$ cat src/rtl/camera_test_pattern.sv
// Raw RGGB Bayer test-pattern source with sensor-like frame/line blanking.
// States: IDLE wait | FRONT fv before line 0 | LINE active px | HBLANK line gap | BACK fv after last line | VBLANK fv low
module camera_test_pattern #(
    parameter int X_SIZE  = 1280,
    parameter int Y_SIZE  = 720,
    parameter int H_BLANK = 32,
    parameter int V_FRONT = 16,
    parameter int V_BACK  = 16,
    parameter int V_BLANK = 64
) (
    input  logic        clock_pixel_in,
    input  logic        reset_pixel_n_in,
    input  logic        start_in,
    input  logic        continuous_in,
    input  logic [1:0]  pattern_select_in,
    output logic        frame_valid_out,
    output logic        line_valid_out,
    output logic [9:0]  pixel_data_out,
    output logic        busy_out,
    output logic [15:0] frame_count_out
);

    localparam int XW  = $clog2(X_SIZE);
    localparam int YW  = $clog2(Y_SIZE);
    localparam int BW  = X_SIZE / 8;
    localparam int BWW = $clog2(BW);

    localparam logic [XW-1:0]  X_LAST    = XW'(X_SIZE - 1);
    localparam logic [YW-1:0]  Y_LAST    = YW'(Y_SIZE - 1);
    localparam logic [BWW-1:0] BW_LAST   = BWW'(BW - 1);
    localparam logic [15:0]    FRONT_LD  = 16'(V_FRONT - 1);
    localparam logic [15:0]    HBLANK_LD = 16'(H_BLANK - 1);
    localparam logic [15:0]    BACK_LD   = 16'(V_BACK - 1);
    localparam logic [15:0]    VBLANK_LD = 16'(V_BLANK - 1);

    typedef enum logic [2:0] {
        S_IDLE,
        S_FRONT,
        S_LINE,
        S_HBLANK,
        S_BACK,
        S_VBLANK
    } state_t;

    state_t         state_q, state_d;
    logic [15:0]    cnt_q, cnt_d;
    logic [XW-1:0]  x_q, x_d;
    logic [YW-1:0]  y_q, y_d;
    logic [BWW-1:0] bw_q, bw_d;
    logic [2:0]     bar_q, bar_d;
    logic [1:0]     pat_q, pat_d;
    logic [15:0]    fc_q, fc_d;

    logic           fv_q, lv_q, busy_q;
    logic [9:0]     pix_q;
    logic [9:0]     px_d;
    logic [2:0]     bar_code;
    logic           site_r, site_b, bar_on;

    always_comb begin
        state_d = state_q;
        cnt_d   = cnt_q;
        x_d     = x_q;
        y_d     = y_q;
        bw_d    = bw_q;
        bar_d   = bar_q;
        pat_d   = pat_q;
        fc_d    = fc_q;

        case (state_q)
            S_IDLE: begin
                if (start_in || continuous_in) begin
                    state_d = S_FRONT;
                    cnt_d   = FRONT_LD;
                    pat_d   = pattern_select_in;
                end
            end
            S_FRONT: begin
                if (cnt_q == '0) begin
                    state_d = S_LINE;
                    x_d     = '0;
                    y_d     = '0;
                    bw_d    = '0;
                    bar_d   = '0;
                end else begin
                    cnt_d = cnt_q - 16'd1;
                end
            end
            S_LINE: begin
                if (x_q == X_LAST) begin
                    if (y_q == Y_LAST) begin
                        state_d = S_BACK;
                        cnt_d   = BACK_LD;
                    end else begin
                        state_d = S_HBLANK;
                        cnt_d   = HBLANK_LD;
                    end
                end else begin
                    x_d = x_q + XW'(1);
                    // Bar index tracked by a width counter; the last bar absorbs any remainder.
                    if (bw_q == BW_LAST) begin
                        bw_d = '0;
                        if (bar_q != 3'd7) begin
                            bar_d = bar_q + 3'd1;
                        end
                    end else begin
                        bw_d = bw_q + BWW'(1);
                    end
                end
            end
            S_HBLANK: begin
                if (cnt_q == '0) begin
                    state_d = S_LINE;
                    x_d     = '0;
                    y_d     = y_q + YW'(1);
                    bw_d    = '0;
                    bar_d   = '0;
                end else begin
                    cnt_d = cnt_q - 16'd1;
                end
            end
            S_BACK: begin
                if (cnt_q == '0) begin
                    state_d = S_VBLANK;
                    cnt_d   = VBLANK_LD;
                    fc_d    = fc_q + 16'd1;
                end else begin
                    cnt_d = cnt_q - 16'd1;
                end
            end
            S_VBLANK: begin
                if (cnt_q == '0) begin
                    if (continuous_in) begin
                        state_d = S_FRONT;
                        cnt_d   = FRONT_LD;
                        pat_d   = pattern_select_in;
                    end else begin
                        state_d = S_IDLE;
                    end
                end else begin
                    cnt_d = cnt_q - 16'd1;
                end
            end
            default: begin
                state_d = S_IDLE;
            end
        endcase
    end

    always_comb begin
        site_r   = !y_d[0] && !x_d[0];
        site_b   = y_d[0] && x_d[0];
        bar_code = 3'd7 - bar_d;
        if (site_r) begin
            bar_on = bar_code[2];
        end else if (site_b) begin
            bar_on = bar_code[0];
        end else begin
            bar_on = bar_code[1];
        end

        case (pat_d)
            2'd0: begin
                if (site_r) begin
                    px_d = 10'h3FF;
                end else if (site_b) begin
                    px_d = 10'h000;
                end else begin
                    px_d = 10'h200;
                end
            end
            2'd1: px_d = 10'(x_d);
            2'd2: px_d = bar_on ? 10'h3FF : 10'h000;
            default: px_d = 10'(x_d) + 10'(y_d) + fc_q[9:0];
        endcase
    end

    always_ff @(posedge clock_pixel_in) begin
        if (!reset_pixel_n_in) begin
            state_q <= S_IDLE;
            cnt_q   <= '0;
            x_q     <= '0;
            y_q     <= '0;
            bw_q    <= '0;
            bar_q   <= '0;
            pat_q   <= '0;
            fc_q    <= '0;
            fv_q    <= 1'b0;
            lv_q    <= 1'b0;
            pix_q   <= '0;
            busy_q  <= 1'b0;
        end else begin
            state_q <= state_d;
            cnt_q   <= cnt_d;
            x_q     <= x_d;
            y_q     <= y_d;
            bw_q    <= bw_d;
            bar_q   <= bar_d;
            pat_q   <= pat_d;
            fc_q    <= fc_d;
            // Outputs are registered from the next state so they line up with state_q.
            fv_q    <= (state_d == S_FRONT) || (state_d == S_LINE) ||
                       (state_d == S_HBLANK) || (state_d == S_BACK);
            lv_q    <= (state_d == S_LINE);
            pix_q   <= (state_d == S_LINE) ? px_d : 10'h000;
            busy_q  <= (state_d != S_IDLE);
        end
    end

    assign frame_valid_out = fv_q;
    assign line_valid_out  = lv_q;
    assign pixel_data_out  = pix_q;
    assign busy_out        = busy_q;
    assign frame_count_out = fc_q;

endmodule
$ cat config.mk
export PLATFORM = sky130hd
export DESIGN_NAME = camera_test_pattern
export DESIGN_NICKNAME = d
export VERILOG_FILES = /design/src/rtl/camera_test_pattern.sv
export SDC_FILE = /design/constraint.sdc
export NUM_CORES = 1
export LEC_CHECK = 0
export CAP_MARGIN = 5
export CORE_AREA = 3 3 123 125
export DETAILED_ROUTE_END_ITERATION = 16
export DIE_AREA = 0 0 126 128
export PLACE_DENSITY_LB_ADDON = 0.05
export SETUP_SLACK_MARGIN = 0.15
export SLEW_MARGIN = 20
export SYNTH_ARGS = -nofsm -noshare
export SYNTH_HDL_FRONTEND = slang
export SYNTH_SLANG_ARGS = --single-unit
$ cat constraint.sdc
create_clock -name clock_pixel_in -period 6.65 [get_ports clock_pixel_in]
set_input_delay 0.9975 -clock clock_pixel_in [delete_from_list [all_inputs] [get_ports clock_pixel_in]]
set_output_delay 0.9975 -clock clock_pixel_in [all_outputs]
set_load 0.005 [all_outputs]
# == After elaboration in Yosys (flattened, before gate mapping) ==
# Cells that the tools add are included.
# Widths: inputs -> output; s select.
# classes
addsub,9
multipliers,0
div_mod_pow,0
n_lt_le_gt_ge,0
eq_ne,21
n_shift,0
muxes,41
bitwise_logic,0
n_reduce_logical,19
# ops
cell,n
$mux 16,6
$pmux 16 s5,1
$mux 10,5
$mux 3,10
$pmux 10 s3,1
$mux 8,3
$mux 11,2
$pmux 11 s2,1
$add 10x10->10,2
$pmux 10 s2,1
$add 16x1->16 const B,1
$logic_not 16->1,1
$pmux 8 s2,1
$sub 16x1->16 const B,1
$pmux 3 s5,1
$eq 3x2->1 const B,4
$add 11x1->11 const B,1
$eq 11x11->1 const B,1
$add 10x1->10 const B,1
$eq 10x10->1 const B,1
$eq 3x3->1 const B,3
$add 8x1->8 const B,1
$eq 8x8->1 const B,1
$ne 2x2->1 const B,4
24 further kinds,36
# totals
ff_bits,82
latch_bits,0
ram_bits,0
mem_bits_ro,0
elab_cells,103
memories,0

# == Logic depth before layout (Yosys ltp) ==
# logic_depth
word_depth,10
ltp_mapped,22
depth_no_buf,20

# == Least setup slack after synthesis ==
# No wires, ideal clock.
# synth_path
path_kind,register to register
from,reg cnt_q[0]
to,reg pix_q[9] (netlist: pixel_data_out[9])
setup_time_ns,0.122
arrival_time_ns,3.921
path_slack_ns,2.607
stages_incl_launch_ff,23
cell_sequence,dfxtp_1 -> inv_1 -> ha_1 -> nor4b_4 -> and4_1 -> buf_6 -> inv_4 -> buf_6 -> ha_1 -> inv_1 -> mux2i_1 -> o21a_1 -> inv_1 -> fa_1 -> ha_1 -> fa_1 -> a21o_1 -> nand4_1 -> a31oi_1 -> xnor2_1 -> xnor3_1 -> nor3_1 -> a211oi_1
# synth_via
elab_chain_cells,8
# synth_lines
element,line,rtl
"start, declared",46,"logic [15:0] cnt_q, cnt_d;"
"start signal, assigned",194,cnt_q <= cnt_d;
$logic_not 16->1 (*),"79, 112",
"$mux 10, on equally long branches","112, 79",
$pmux 10 s2 (*),70,case (state_q)
via y_d[0],48,"logic [YW-1:0] y_q, y_d;"
branches (longest 4 deep; another with $add 10x10->10),-,
$pmux 10 s3 (*),162,case (pat_d)
"end signal, assigned",205,pix_q <= (state_d == S_LINE) ? px_d : 10'h000;
"end, declared",55,logic [9:0] pix_q;
# Mark *: on every way through the listed nets, which the timed path passes. The select of a mux whose other input is x is not followed.
# A chain may end at the register's enable or synchronous reset.

# == Worst setup path after layout ==
# layout_path
from,reg cnt_q[1]
to,reg pix_q[8] (netlist: pixel_data_out[8])
# layout_via
elab_chain_cells,8
# layout_lines
element
$logic_not 16->1 (*)
branches (longest 7 deep; another with $add 10x10->10)
# Mark *: on every way between the ends. The select of a mux whose other input is x is not followed.

==> run metrics <==
Setup Fix Bufs, Post-CTS=0; asr flop ratio synth=0%; part of the Yosys area used for sequential elements=33.5%; Sw Share=30.6%; vias per std cell=5.39; Slew @ Worst Pin=0.813 ns; largest area contributor in the netlist=dfxtp_1; TritonCTS clock tree=done; MaxCap Viol Count=0; # diodes=0; DRT antenna net count=0; # IOs=35; Setup WS post-layout=2.02 ns; routed wire length=13.1 mm; die height=128 um; DIE AREA=between 0.015 and 0.02 mm2; Fin Setup TNS=0 ns; Netlist cell types=64; DR iter-0 viols=293; P&R area growth vs syn=16.1%; Cells after Synth=603; Clk pwr share=38.3%; first-pass GRT wire length=21.8 mm; minimum clock period after layout=4.63 ns; Req. time, crit path=6.91 ns; CTS max path bufs=2; initial core utilization=between 30% and 40%; Std-Cell Core Area=0.0140 mm2; maximum clock frequency=216 MHz; RSZ-0062 raised after global routing=false; critical path arrival=4.90 ns; outcome=finished clean; synthesized net count=634; final hold slack=0.458 ns; setup-violating endpoint count in the final report=0; initial antenna violation count=0; Routed WL per cell=16.1 um; pwr/cell area=236 mW/mm2; Psw=0.410 mW; Port-buffer cells=34; fin. max-slew vios=0; Pleak=2.19 nW; fillcell total=1460; Synth top area share=roughly a third; H-tree Lvls=3; clock sinks=between 80 and 90; DP Wirelength=between 9 and 10 mm; period utilization=69.6%; largest net degree at the start of global routing=52; Via Count=4380; post-CTS resize count=0; Final #Nets=659; # rows=43; Placer Congestion=just under 0.8; Critical Path Start Type=flip-flop; number of synthesized register bits=a little over 80; kind of critical path=flip-flop to flip-flop; dpl ws=1.98 ns; grt ovf=0; clock insertion delay at the later pin of the skew report=roughly 0.34 ns; r2r setup slk=between 2 and 2.5 ns; hold crit path type=flip-flop to flip-flop; combinational power share=21.1%; Chip Width=126 um; Num CTS Buffers=9; share of post-route cells with drive strength above 1=6.00%; Synth Flop Type=dfxtp_1; DRC=0; top cells by area, synth=dfxtp_1, nor2_1, a21oi_1; Fin. Hold Viols=0; number of synthesized flops with an enable pin=0; Seq pwr share=about two fifths; critical-path maximum fanout=14; Yosys warning total=0; Worst-path clk slew=0.06 ns; vias in the first global route=4192; total track usage=16.7%; syn avg cell area=8.12 um2; Clock Skew=about 0.0078 ns; Netlist Area Pre-Place=between 0.004 and 0.005 mm2; CP Capture Type=flip-flop; TritonRoute pass-1 iters=5; cell-internal power=0.931 mW; CTS hold repair buffers=0; slew margin rel.=45.7%; Root Buffer Master=clkbuf_16; Worst IR Drop VDD=between 0.1 and 0.15 mV
[metal layers]
layer	global-route usage, %	routed length (um)	share of wire [%]
met1	22.2	6330	48
met2	27.7	6220	48
met3	4.00	409	3.1
met4	4.10	116	0.89
met5	0	0	0
[cell usage after synthesis (all sizes together) (7+ instances only)]
cell type and n:
dfxtp 82, nor2 77, a21oi 43, inv 39, nand2 39, o21ai 33, nand3 27, nor3 22
xnor2 21, clkbuf 17, or3 16, ha 15, nand4 14, and3 12, and2 10, fa 10
o211ai 10, xor2 8, buf 7
[cell families (layout without fill, tap and decap cells)]
kind of cell               after synthesis  count (layout)  synth area share (%)
buffers and inverters                   63              93                  5.49
DFF                                     82              82                  33.5
xor gates and xnor gates                30              30                  5.65
adders and majority gates               25              25                  7.92
and+or+nand+nor                        257             257                  27.7
AOI/OAI and AO/OA                      143             143                  19.1
muxes                                    3               3                 0.613
[critical path, stage by stage, from the launching register on]
cell and delay, ns:
dfxtp_1 0.32, inv_1 0.08, ha_1 0.19, nor4b_4 0.40, and4_1 0.50, inv_4 0.15, nor2_1 0.29, nand2_1 0.19
o31a_1 0.33, fa_1 0.51, inv_1 0.04, ha_1 0.33, nor2b_1 0.16, o31a_1 0.26, o211ai_1 0.21, xor2_1 0.10
or3_1 0.31, a31oi_1 0.19
[power by group through the flow]
stage          Clock, mW  Sequential (mW)  Combinational, mW
6_report           0.514            0.544              0.284
5_1_grt            0.553            0.548              0.318
4_1_cts            0.531            0.543              0.285
3_5_place_dp           0            0.554              0.283
3_3_place_gp           0            0.554              0.282
2_1_floorplan          0            0.546              0.230
[metrics by stage]
stage                     cell area, um2  total power, mW  utilization, %  instances
after floorplan                     4900            0.776               -        603
after global placement              5370            0.836            38.4        797
after detailed placement            5380            0.837            38.5        797
after CTS                           5690             1.36            40.6        813
after global routing                5690             1.42            40.6        813
final                               5690             1.34            40.6        813
[sequential cells by signal, summed over array words and instances, names as in the netlist]
register / flops
bar_q: 3
busy_out: 1
bw_q: 8
cnt_q: 16
frame_count_out: 16
frame_valid_out: 1
line_valid_out: 1
pat_q: 2
pixel_data_out: 10
state_q: 3
x_q: 11
y_q: 10
[placed cells by master (no fill, tap or decap), types with 4 or more instances in the layout]
| cell type | instances |
|---|---|
| a21o_1 | 5 |
| or3_1 | 16 |
| o32ai_1 | 5 |
| nand2b_1 | 6 |
| o21ai_0 | 33 |
| nand4_1 | 13 |
| ha_1 | 15 |
| nand2_1 | 38 |
| fa_1 | 10 |
| nand3b_1 | 4 |
| a31oi_1 | 6 |
| a211oi_1 | 5 |
| and2_1 | 10 |
| nor2b_1 | 6 |
| nor2_1 | 77 |
| inv_1 | 38 |
| and3_1 | 12 |
| o211ai_1 | 9 |
| nor3_1 | 20 |
| xnor2_1 | 21 |
| o21a_1 | 4 |
| clkbuf_16 | 9 |
| clkdlybuf4s50_1 | 34 |
| a21oi_1 | 43 |
| o22ai_1 | 4 |
| and4_1 | 5 |
| xor2_1 | 8 |
| dfxtp_1 | 82 |
| o31a_1 | 4 |
| nand3_1 | 26 |
| buf_4 | 4 |
[cell type report]
class	count	area, um2	share of cell area (%)
multi-input cells	458	2990	52.7
inverters	39	149	2.62
clock inverters	5	52.6	0.924
well taps	180	225	3.96
repair buffers	38	370	6.51
flip-flops and latches	82	1640	28.9
clock buffers	11	253	4.45
[final timing paths]
check            from                 to  cells after the start
min reg2reg   x_q[10]            x_q[10]                      1
max          cnt_q[1]  pixel_data_out[8]                     17
min           x_q[10]            x_q[10]                      1
max reg2reg  cnt_q[1]  pixel_data_out[8]                     17
(Power assumes the default switching activity.)
